**src/rtl/dnn_cfg_pkg.sv**
```systemverilog
// Shared types and constants for the DNN layer-descriptor loader.
// Descriptor word layout, FSM state encoding and the descriptor sanity check.
package dnn_cfg_pkg;

  localparam int ADDR_W     = 32;
  localparam int DESC_WORDS = 13;
  localparam int IDX_W      = 4;

  localparam logic [IDX_W-1:0] IDX_FLAGS   = 4'd0;
  localparam logic [IDX_W-1:0] IDX_N       = 4'd1;
  localparam logic [IDX_W-1:0] IDX_C       = 4'd2;
  localparam logic [IDX_W-1:0] IDX_H       = 4'd3;
  localparam logic [IDX_W-1:0] IDX_W_DIM   = 4'd4;
  localparam logic [IDX_W-1:0] IDX_R       = 4'd5;
  localparam logic [IDX_W-1:0] IDX_S       = 4'd6;
  localparam logic [IDX_W-1:0] IDX_M       = 4'd7;
  localparam logic [IDX_W-1:0] IDX_P       = 4'd8;
  localparam logic [IDX_W-1:0] IDX_Q       = 4'd9;
  localparam logic [IDX_W-1:0] IDX_IN_OFF  = 4'd10;
  localparam logic [IDX_W-1:0] IDX_WT_OFF  = 4'd11;
  localparam logic [IDX_W-1:0] IDX_OUT_OFF = 4'd12;

  typedef enum logic [2:0] {
    IDLE  = 3'd0,
    FETCH = 3'd1,
    CHECK = 3'd2,
    RUN   = 3'd3,
    DONE  = 3'd4
  } state_t;

  // A descriptor is rejected if any mandatory dimension is zero, or if a
  // convolution window is empty or larger than the input plane.
  function automatic logic desc_reject(
    input logic        conv,
    input logic [31:0] n, c, h, w, r, s, m, p, q
  );
    logic dims_zero;
    logic win_bad;
    dims_zero = (n == '0) || (c == '0) || (m == '0) || (p == '0) || (q == '0);
    win_bad   = conv && ((r == '0) || (s == '0) || (r > h) || (s > w));
    return dims_zero || win_bad;
  endfunction

endpackage

```
**src/rtl/dnn_cfg_loader_if.sv**
```systemverilog
// Bus bundle between the PCPI decoder, descriptor memory, accelerator core
// and the configuration loader.
interface dnn_cfg_loader_if #(
  parameter int ADDR_W = 32
);
  // Handshakes: a requester raises valid with stable address/data and holds
  // both until the responder's ready is sampled high on a rising clock edge;
  // the transfer completes on that edge and ready outside a request is ignored.
  logic              cmd_valid;
  logic [ADDR_W-1:0] cmd_desc_addr;
  logic              cmd_wait;
  logic              cmd_ready;
  logic              cmd_err;

  logic              mem_valid;
  logic [ADDR_W-1:0] mem_addr;
  logic [31:0]       mem_rdata;
  logic              mem_ready;

  logic              acc_valid;
  logic              acc_ready;

  logic              cfg_conv;
  logic [31:0]       cfg_n, cfg_c, cfg_h, cfg_w, cfg_r, cfg_s, cfg_m, cfg_p, cfg_q;
  logic [31:0]       cfg_in_off, cfg_wt_off, cfg_out_off;

  modport slave (
    input  cmd_valid, cmd_desc_addr, mem_rdata, mem_ready, acc_ready,
    output cmd_wait, cmd_ready, cmd_err, mem_valid, mem_addr, acc_valid,
    output cfg_conv, cfg_n, cfg_c, cfg_h, cfg_w, cfg_r, cfg_s, cfg_m, cfg_p, cfg_q,
    output cfg_in_off, cfg_wt_off, cfg_out_off
  );

  modport master (
    output cmd_valid, cmd_desc_addr, mem_rdata, mem_ready, acc_ready,
    input  cmd_wait, cmd_ready, cmd_err, mem_valid, mem_addr, acc_valid,
    input  cfg_conv, cfg_n, cfg_c, cfg_h, cfg_w, cfg_r, cfg_s, cfg_m, cfg_p, cfg_q,
    input  cfg_in_off, cfg_wt_off, cfg_out_off
  );
endinterface

```
**src/rtl/dnn_desc_regs.sv**
```systemverilog
// Layer descriptor register file: one indexed write port, every word
// exposed as a named field.
module dnn_desc_regs
  import dnn_cfg_pkg::*;
(
  input  logic             clk,
  input  logic             rst,
  input  logic             i_we,
  input  logic [IDX_W-1:0] i_idx,
  input  logic [31:0]      i_wdata,
  output logic [31:0]      o_flags,
  output logic [31:0]      o_n,
  output logic [31:0]      o_c,
  output logic [31:0]      o_h,
  output logic [31:0]      o_w,
  output logic [31:0]      o_r,
  output logic [31:0]      o_s,
  output logic [31:0]      o_m,
  output logic [31:0]      o_p,
  output logic [31:0]      o_q,
  output logic [31:0]      o_in_off,
  output logic [31:0]      o_wt_off,
  output logic [31:0]      o_out_off
);

  logic [31:0] r_words [DESC_WORDS];

  always_ff @(posedge clk or posedge rst) begin
    if (rst) begin
      for (int k = 0; k < DESC_WORDS; k++) r_words[k] <= '0;
    end else if (i_we && (i_idx <= IDX_OUT_OFF)) begin
      r_words[i_idx] <= i_wdata;
    end
  end

  assign o_flags   = r_words[IDX_FLAGS];
  assign o_n       = r_words[IDX_N];
  assign o_c       = r_words[IDX_C];
  assign o_h       = r_words[IDX_H];
  assign o_w       = r_words[IDX_W_DIM];
  assign o_r       = r_words[IDX_R];
  assign o_s       = r_words[IDX_S];
  assign o_m       = r_words[IDX_M];
  assign o_p       = r_words[IDX_P];
  assign o_q       = r_words[IDX_Q];
  assign o_in_off  = r_words[IDX_IN_OFF];
  assign o_wt_off  = r_words[IDX_WT_OFF];
  assign o_out_off = r_words[IDX_OUT_OFF];

endmodule

```
**src/rtl/dnn_cfg_loader.sv**
```systemverilog
// DNN custom-instruction front end: fetches a 13-word layer descriptor,
// validates it, runs the accelerator core and completes the PCPI handshake.
module dnn_cfg_loader
  import dnn_cfg_pkg::*;
(
  input  logic              clk,
  input  logic              rst,
  dnn_cfg_loader_if.slave   bus,
  output state_t            o_state
);

  state_t             r_state;
  logic               r_armed;
  logic [IDX_W-1:0]   r_idx;
  logic               r_cmd_wait;
  logic               r_cmd_ready;
  logic               r_cmd_err;
  logic               r_mem_valid;
  logic [ADDR_W-1:0]  r_mem_addr;
  logic               r_acc_valid;

  logic               w_we;
  logic               w_reject;
  logic               w_unused_flags;
  logic [31:0]        w_flags, w_n, w_c, w_h, w_w, w_r, w_s, w_m, w_p, w_q;
  logic [31:0]        w_in_off, w_wt_off, w_out_off;

  assign w_we = (r_state == FETCH) && bus.mem_ready;

  dnn_desc_regs u_regs (
    .clk       (clk),
    .rst       (rst),
    .i_we      (w_we),
    .i_idx     (r_idx),
    .i_wdata   (bus.mem_rdata),
    .o_flags   (w_flags),
    .o_n       (w_n),
    .o_c       (w_c),
    .o_h       (w_h),
    .o_w       (w_w),
    .o_r       (w_r),
    .o_s       (w_s),
    .o_m       (w_m),
    .o_p       (w_p),
    .o_q       (w_q),
    .o_in_off  (w_in_off),
    .o_wt_off  (w_wt_off),
    .o_out_off (w_out_off)
  );

  // Only bit 0 of the flags word carries meaning today.
  assign w_unused_flags = ^w_flags[31:1];

  assign w_reject = desc_reject(w_flags[0], w_n, w_c, w_h, w_w, w_r, w_s, w_m, w_p, w_q);

  always_ff @(posedge clk or posedge rst) begin
    if (rst) begin
      r_state     <= IDLE;
      r_armed     <= 1'b1;
      r_idx       <= '0;
      r_cmd_wait  <= 1'b0;
      r_cmd_ready <= 1'b0;
      r_cmd_err   <= 1'b0;
      r_mem_valid <= 1'b0;
      r_mem_addr  <= '0;
      r_acc_valid <= 1'b0;
    end else begin
      r_cmd_ready <= 1'b0;
      // A held cmd_valid must drop once before the next instruction is taken.
      if (!bus.cmd_valid) r_armed <= 1'b1;

      case (r_state)
        IDLE: begin
          if (bus.cmd_valid && r_armed) begin
            r_state     <= FETCH;
            r_idx       <= '0;
            r_mem_addr  <= bus.cmd_desc_addr;
            r_mem_valid <= 1'b1;
            r_cmd_wait  <= 1'b1;
            r_cmd_err   <= 1'b0;
          end
        end
        FETCH: begin
          if (bus.mem_ready) begin
            r_idx      <= r_idx + 4'd1;
            r_mem_addr <= r_mem_addr + 32'd4;
            if (r_idx == IDX_OUT_OFF) begin
              r_mem_valid <= 1'b0;
              r_state     <= CHECK;
            end
          end
        end
        CHECK: begin
          if (w_reject) begin
            r_state     <= DONE;
            r_cmd_ready <= 1'b1;
            r_cmd_err   <= 1'b1;
            r_cmd_wait  <= 1'b0;
          end else begin
            r_state     <= RUN;
            r_acc_valid <= 1'b1;
          end
        end
        RUN: begin
          if (bus.acc_ready) begin
            r_acc_valid <= 1'b0;
            r_state     <= DONE;
            r_cmd_ready <= 1'b1;
            r_cmd_err   <= 1'b0;
            r_cmd_wait  <= 1'b0;
          end
        end
        DONE: begin
          r_state   <= IDLE;
          r_armed   <= 1'b0;
          r_cmd_err <= 1'b0;
        end
        default: r_state <= IDLE;
      endcase
    end
  end

  assign o_state          = r_state;
  assign bus.cmd_wait     = r_cmd_wait;
  assign bus.cmd_ready    = r_cmd_ready;
  assign bus.cmd_err      = r_cmd_err;
  assign bus.mem_valid    = r_mem_valid;
  assign bus.mem_addr     = r_mem_addr;
  assign bus.acc_valid    = r_acc_valid;
  assign bus.cfg_conv     = w_flags[0];
  assign bus.cfg_n        = w_n;
  assign bus.cfg_c        = w_c;
  assign bus.cfg_h        = w_h;
  assign bus.cfg_w        = w_w;
  assign bus.cfg_r        = w_r;
  assign bus.cfg_s        = w_s;
  assign bus.cfg_m        = w_m;
  assign bus.cfg_p        = w_p;
  assign bus.cfg_q        = w_q;
  assign bus.cfg_in_off   = w_in_off;
  assign bus.cfg_wt_off   = w_wt_off;
  assign bus.cfg_out_off  = w_out_off;

endmodule

```
**src/flat_wrapper.sv**
```systemverilog
// flat-port wrapper written by rule: the top's interface ports become plain ports
module dnn_cfg_loader_flat import dnn_cfg_pkg::*;
  (clk, rst, o_state, bus_cmd_valid, bus_cmd_desc_addr, bus_mem_rdata, bus_mem_ready, bus_acc_ready, bus_cmd_wait, bus_cmd_ready, bus_cmd_err, bus_mem_valid, bus_mem_addr, bus_acc_valid, bus_cfg_conv, bus_cfg_n, bus_cfg_c, bus_cfg_h, bus_cfg_w, bus_cfg_r, bus_cfg_s, bus_cfg_m, bus_cfg_p, bus_cfg_q, bus_cfg_in_off, bus_cfg_wt_off, bus_cfg_out_off);
  dnn_cfg_loader_if bus_i ();
  input  logic clk;
  input  logic rst;
  output state_t o_state;
  input wire logic [$bits(bus_i.cmd_valid)-1:0] bus_cmd_valid;
  input wire logic [$bits(bus_i.cmd_desc_addr)-1:0] bus_cmd_desc_addr;
  input wire logic [$bits(bus_i.mem_rdata)-1:0] bus_mem_rdata;
  input wire logic [$bits(bus_i.mem_ready)-1:0] bus_mem_ready;
  input wire logic [$bits(bus_i.acc_ready)-1:0] bus_acc_ready;
  output wire logic [$bits(bus_i.cmd_wait)-1:0] bus_cmd_wait;
  output wire logic [$bits(bus_i.cmd_ready)-1:0] bus_cmd_ready;
  output wire logic [$bits(bus_i.cmd_err)-1:0] bus_cmd_err;
  output wire logic [$bits(bus_i.mem_valid)-1:0] bus_mem_valid;
  output wire logic [$bits(bus_i.mem_addr)-1:0] bus_mem_addr;
  output wire logic [$bits(bus_i.acc_valid)-1:0] bus_acc_valid;
  output wire logic [$bits(bus_i.cfg_conv)-1:0] bus_cfg_conv;
  output wire logic [$bits(bus_i.cfg_n)-1:0] bus_cfg_n;
  output wire logic [$bits(bus_i.cfg_c)-1:0] bus_cfg_c;
  output wire logic [$bits(bus_i.cfg_h)-1:0] bus_cfg_h;
  output wire logic [$bits(bus_i.cfg_w)-1:0] bus_cfg_w;
  output wire logic [$bits(bus_i.cfg_r)-1:0] bus_cfg_r;
  output wire logic [$bits(bus_i.cfg_s)-1:0] bus_cfg_s;
  output wire logic [$bits(bus_i.cfg_m)-1:0] bus_cfg_m;
  output wire logic [$bits(bus_i.cfg_p)-1:0] bus_cfg_p;
  output wire logic [$bits(bus_i.cfg_q)-1:0] bus_cfg_q;
  output wire logic [$bits(bus_i.cfg_in_off)-1:0] bus_cfg_in_off;
  output wire logic [$bits(bus_i.cfg_wt_off)-1:0] bus_cfg_wt_off;
  output wire logic [$bits(bus_i.cfg_out_off)-1:0] bus_cfg_out_off;
  assign bus_i.cmd_valid = bus_cmd_valid;
  assign bus_i.cmd_desc_addr = bus_cmd_desc_addr;
  assign bus_i.mem_rdata = bus_mem_rdata;
  assign bus_i.mem_ready = bus_mem_ready;
  assign bus_i.acc_ready = bus_acc_ready;
  assign bus_cmd_wait = bus_i.cmd_wait;
  assign bus_cmd_ready = bus_i.cmd_ready;
  assign bus_cmd_err = bus_i.cmd_err;
  assign bus_mem_valid = bus_i.mem_valid;
  assign bus_mem_addr = bus_i.mem_addr;
  assign bus_acc_valid = bus_i.acc_valid;
  assign bus_cfg_conv = bus_i.cfg_conv;
  assign bus_cfg_n = bus_i.cfg_n;
  assign bus_cfg_c = bus_i.cfg_c;
  assign bus_cfg_h = bus_i.cfg_h;
  assign bus_cfg_w = bus_i.cfg_w;
  assign bus_cfg_r = bus_i.cfg_r;
  assign bus_cfg_s = bus_i.cfg_s;
  assign bus_cfg_m = bus_i.cfg_m;
  assign bus_cfg_p = bus_i.cfg_p;
  assign bus_cfg_q = bus_i.cfg_q;
  assign bus_cfg_in_off = bus_i.cfg_in_off;
  assign bus_cfg_wt_off = bus_i.cfg_wt_off;
  assign bus_cfg_out_off = bus_i.cfg_out_off;
  dnn_cfg_loader u_core (.clk(clk), .rst(rst), .bus(bus_i), .o_state(o_state));
endmodule
```
**config.mk**
```make
export PLATFORM = sky130hd
export DESIGN_NAME = dnn_cfg_loader_flat
export DESIGN_NICKNAME = d
export VERILOG_FILES = /design/src/rtl/dnn_cfg_pkg.sv /design/src/rtl/dnn_cfg_loader_if.sv /design/src/rtl/dnn_desc_regs.sv /design/src/rtl/dnn_cfg_loader.sv /design/src/flat_wrapper.sv
export SDC_FILE = /design/constraint.sdc
export NUM_CORES = 1
export LEC_CHECK = 0
export BUFFER_PORTS_ARGS = -buffer_cell sky130_fd_sc_hd__buf_2
export CAP_MARGIN = 20
export CORE_MARGIN = 5
export CORE_UTILIZATION = 44
export DETAILED_ROUTE_END_ITERATION = 10
export GPL_ROUTABILITY_DRIVEN = 0
export PLACE_DENSITY = 0.71
export SYNTH_ARGS = -nofsm -noshare
export SYNTH_HDL_FRONTEND = slang
export SYNTH_SLANG_ARGS = --single-unit
```
**constraint.sdc**
```tcl
create_clock -name clk -period 13.57 [get_ports clk]
set_input_delay 0.6785 -clock clk [delete_from_list [all_inputs] [get_ports clk]]
set_output_delay 0.6785 -clock clk [all_outputs]
set_load 0.05 [all_outputs]
```
Word level (Yosys, flattened, before mapping)
Cells that the tools add are included. Widths: inputs -> output; s select.

$add $sub $neg: 2. Bitwise logic cells: 1. Equality and inequality tests: 12. Reduce and logical (&&, ||, !) cells: 31. Order comparisons: 5. Muxes and demuxes: 32.

Operator list (number): $bwmux 416 (1); $logic_not 32->1 (7); $demux 32 s4 (1); $mux 32 (3); $gt 32x32->1 (2); $pmux 32 s2 (1); $add 32x3->32 const B (1); $reduce_and 4->1 (4); $mux 3 (5); $mux 1 (12); $pmux 3 s4 (1); $logic_or 1x1->1 (8); $mux 4 (2); $ne 2x2->1 const B (4); $pmux 4 s2 (1); $eq 3x2->1 const B (2); $ne 2x1->1 const B (3); $pmux 1 s2 (3); $reduce_and 3->1 (2); $ge 5x5->1 const B (1); $logic_and 1x1->1 (5); $lt 5x1->1 const B (1); $not 4->5 (1); $add 4x1->4 const B (1); 10 further kinds (11).

Flip-flop bits (word level): 461. Output and inout bits: 425. Input bits: 69.

Logic depth before layout (Yosys ltp)
Depth in word-level cells: 8. Gate-level depth with buffers: 10. Mapped depth without buffers: 9.

Hierarchy
From an unflattened synthesis, not the netlist that was laid out.

Cell total of the unflattened synthesis: 1546. Area, all modules: 20293.2 um2.

By module, submodules not included: dnn_desc_regs (sequential area each 10410.0 um2, area each 15591.2 um2, times used 1, cells an instance 929); dnn_cfg_loader (sequential area each 1127.3 um2, area each 4702.0 um2, times used 1, cells an instance 617).

Worst setup path before layout
OpenSTA, ideal clock, no wires.

Path type: register -> register. From: register u_core.u_regs.r_words (netlist bit u_core.u_regs.o_w[26]). To: register u_core.r_cmd_wait (netlist: u_core.bus.cmd_wait). Data arrival time: 2.509 ns. Clock period less this slack: 2.575 ns. Setup slack: 10.995 ns. Data required time: 13.505 ns. Cell stages (with the launch flop): 11. Path through: dfrtp_1 > inv_1 > ha_1 > and3_1 > a211o_1 > o221ai_1 > nand4_1 > a2111oi_0 > and3_1 > buf_2 > a31o_2.

Longest elaborated chain between the ends: 6.

RTL lines: from (decl) (RTL line dnn_desc_regs.sv:26) `logic [31:0] r_words [DESC_WORDS];`; from (signal, indexed assignment) (RTL line dnn_desc_regs.sv:32) `r_words[i_idx] <= i_wdata;`; $gt 32x32->1 (RTL line dnn_cfg_pkg.sv:40) `win_bad = conv && ((r == '0) || (s == '0) || (r > h) || (s > w));`; $logic_or 1x1->1 (RTL line dnn_cfg_pkg.sv:40); $logic_and 1x1->1 (RTL line dnn_cfg_pkg.sv:40); $logic_or 1x1->1 (RTL line dnn_cfg_pkg.sv:41) `return dims_zero || win_bad;`; $ne 2x1->1 (no source line); $reduce_and 4->1 (no source line); to (signal assigned) (RTL line dnn_cfg_loader.sv:61) `r_cmd_wait <= 1'b0;`; to (signal assigned) (RTL line dnn_cfg_loader.sv:79) `r_cmd_wait <= 1'b1;`; to (signal assigned) (RTL line dnn_cfg_loader.sv:98) `r_cmd_wait <= 1'b0;`; to (decl) (RTL line dnn_cfg_loader.sv:15) `logic r_cmd_wait;`.

Every way passes these cells. A chain may end at the register's enable or synchronous reset.

Final worst setup path
From: register u_core.r_state[0] (netlist: u_core.o_state[0]). To: register u_core.u_regs.r_words (netlist bit u_core.u_regs.o_n[11]).

Longest elaborated chain between the ends: 3.

RTL lines: from (decl) (RTL line dnn_cfg_loader.sv:12) `state_t r_state;`; from (signal assigned) (RTL line dnn_cfg_loader.sv:58) `r_state <= IDLE;`; from (signal assigned) (RTL line dnn_cfg_loader.sv:75) `r_state <= FETCH;`; from (signal assigned) (RTL line dnn_cfg_loader.sv:89) `r_state <= CHECK;`; $eq 3x1->1 (RTL line dnn_cfg_loader.sv:28) `assign w_we = (r_state == FETCH) && bus.mem_ready;`; $logic_and 1x1->1 (RTL line dnn_cfg_loader.sv:28); $logic_and 1x1->1 (RTL line dnn_desc_regs.sv:31) `end else if (i_we && (i_idx <= IDX_OUT_OFF)) begin`.

Every way passes these cells.

==> metrics.md <==
| Metric | Value |
|---|---|
| Nets@finish | 2,109 |
| Core Rows | 76 |
| Leakage | 12.7 nW |
| RSZ-0062 raised after global routing | no |
| Cells after Synth | 1,509 |
| Final setup vio count | 0 |
| WHS | 0.310 ns |
| Vias | 14,370 |
| Post-synth EDFFs | 0 |
| Predominant post-synthesis flop cell | dfrtp_1 |
| Cell area after synthesis | 0.0190 mm^2 |
| Cell with the most instances after synthesis | dfrtp_1 |
| Largest net degree at the start of global routing | 160 |
| Place WS | 10.18 ns |
| I/O pins | 494 |
| Hold buffer count at CTS | 0 |
| DIE WIDTH | 218 um |
| Final WL | 61,500 um |
| Post-route cell area | 0.0234 mm^2 |
| Ratio of cells with drive above 1 in the final layout | 47.6% |
| DP Area | 0.0219 mm^2 |
| First-pass GRT wire length | 92,300 um |
| Vias in the first global route | 14,588 |
| Total GRT Usage | 25.3% |
| Rel. slew slack | 29.4% |
| Yosys warning total | 0 |
| Slew at the pin closest to its max-slew limit | 1.06 ns |
| CORE AREA | 0.0429 mm^2 |
| Status | finished, final reports clean |
| Post-layout min period | 3.28 ns |
| Max FO, Critical Path | 68 |
| Synth Register Bits | 430 |
| Fin cells | 2,590 |
| Max-cap viol count | 0 |
| Total setup buffers inserted after CTS | 0 |
| Synth top area share | 56.5% |
| Root Driver | clkbuf_16 |
| CP Launch Type | flop |
| Die H | 218 um |
| Clk pin slew, worst setup/hold paths | 0.06 ns |
| Vias per cell | 5.55 |
| VDD IR max | 0.192 mV |
| Final Worst Setup Slack | 10.29 ns |
| Number of clock buffers inserted by TritonCTS | 46 |
| Power, Total | 5.26 mW |
| Antenna cells | 0 |
| Synth cell count leaders | dfrtp_1 (429), mux2_2 (356), nand2_1 (80) |
| Largest area contributor in the netlist | dfrtp_1 |
| Syn_nets | 1,647 |
| Initial core utilization | 44.3% |
| Synth area leaders | dfrtp_1 (57%), mux2_2 (21%), ha_1 (4.5%) |
| Final HPWL from detailed placement | 44,300 um |
| DRC | 0 |
| Syn_area_per_cell | 12.6 um^2 |
| Req. time, crit path | 14.00 ns |
| HP Class | in2async |
| Placed insts | 2,508 |
| Final Max Slew Viols | 0 |
| Resized Gates After CTS | 0 |
| Worst skew pair latency | 0.57 ns |
| Die area | 0.0474 mm^2 |
| FMAX | 305 MHz |
| Worst R2R Start | u_core.o_state[0] |
| P&R area growth vs syn | 23.3% |
| Fin util | 54.6% |
| Pre-Repair DR Iteration Count | 5 |
| Initial antenna violation count | 0 |
| Worst setup EP type | flop |
| Crit Path Class | reg2reg |
| Iteration-0 DRC Markers | 1,006 |
| Final hold violation count | 0 |
| Max clock buf depth | 3 |
| Post-synthesis sequential area ratio | 56.6% |
| Crit path from | u_core.o_state[0] |
| H-tree levels | 2 |
| CTS tree | yes |
| Unique masters post-synth | 57 |
| Cell Pwr Density | 225 mW/mm^2 |
| Crit path DAT | 3.71 ns |
| Final period utilization | 24.2% |
| Clk_skew | 0.0208 ns |
| Clk sinks | 430 |
| GRT overflow | 0 |
| Ys async rst share | 100% |
| Final ANT Viol Nets | 0 |
| Fin Setup TNS | 0 ns |
| Avg WL per Cell | 23.7 um |
| Port bufs | 493 |
-- final timing paths --
kind,slack (ns),end,cells past startpoint
worst max-delay path,10.29,u_core.u_regs.o_n[11],8
worst min-delay path,0.31,u_core.u_regs.o_w[27],2
worst max register to register,10.29,u_core.u_regs.o_n[11],8
worst min register to register,0.49,u_core.bus.mem_valid,1
max in group asynchronous,10.90,u_core.bus.mem_addr[1],4
min in group clk,0.36,u_core.bus.mem_addr[0],2
-- critical path, stage by stage (launching register included) --
cell and delay, ns:
dfrtp_1 0.49, inv_2 0.13, nor3_4 0.19, buf_4 0.52
nand2_1 0.22, nor3_2 0.22, and2_1 0.58, buf_4 0.41
mux2_2 0.38
-- cells in the final DEF, fill, tap and decap left out, drive strengths merged, types with 3 or more instances in the layout --
master,count
nor2b,3
a21o,6
dfrtp,429
nand2b,4
nand4,31
nor4,60
inv,81
a31oi,6
a211oi,3
clkbuf,69
and3,10
o21ai,68
or3,3
and2,3
and4,3
a21oi,77
clkinv,8
o22ai,12
o211ai,3
nand2,80
nand3,27
buf,508
nor3,6
nor2,42
a31o,3
a211o,3
ha,69
mux2,358
-- power by group --
group	internal (mW)	switching, mW	total [mW]
logic	0.575	1.63	2.21
clock network	0.740	0.510	1.25
registers	1.55	0.259	1.81
total	2.86	2.40	5.26
-- cells by family (layout without fill, tap and decap cells) --
group | count (synthesis) | after routing | synth area share [%]
adder cells (fa/ha/maj) | 69 | 69 | 4.54
buffers and inverters | 172 | 668 | 3.75
XOR/XNOR | 2 | 2 | 0.0922
multiplexers | 360 | 360 | 21.3
AND/OR/NAND/NOR | 277 | 277 | 7.67
AO/OA/AOI/OAI | 199 | 199 | 5.98
flip-flops | 430 | 430 | 56.6
-- layer usage --
layer | track usage, % | up-vias | part of all wire (%)
li1 | - | 6356 | -
met1 | 33.9 | 7322 | 41
met2 | 42.3 | 587 | 49
met3 | 5.28 | 105 | 6.9
met4 | 7.20 | 0 | 2.5
met5 | 0 | - | 0
-- layout make-up --
cell class | count | area, um^2
well taps | 585 | 732
flip-flops and latches | 430 | 10800
clock buffers | 69 | 1380
repair buffers | 508 | 2590
fillers | 3665 | 19500
clock inverters | 13 | 130
multi-input cells | 907 | 7540
inverters | 78 | 300
(Power assumes the default switching activity.)
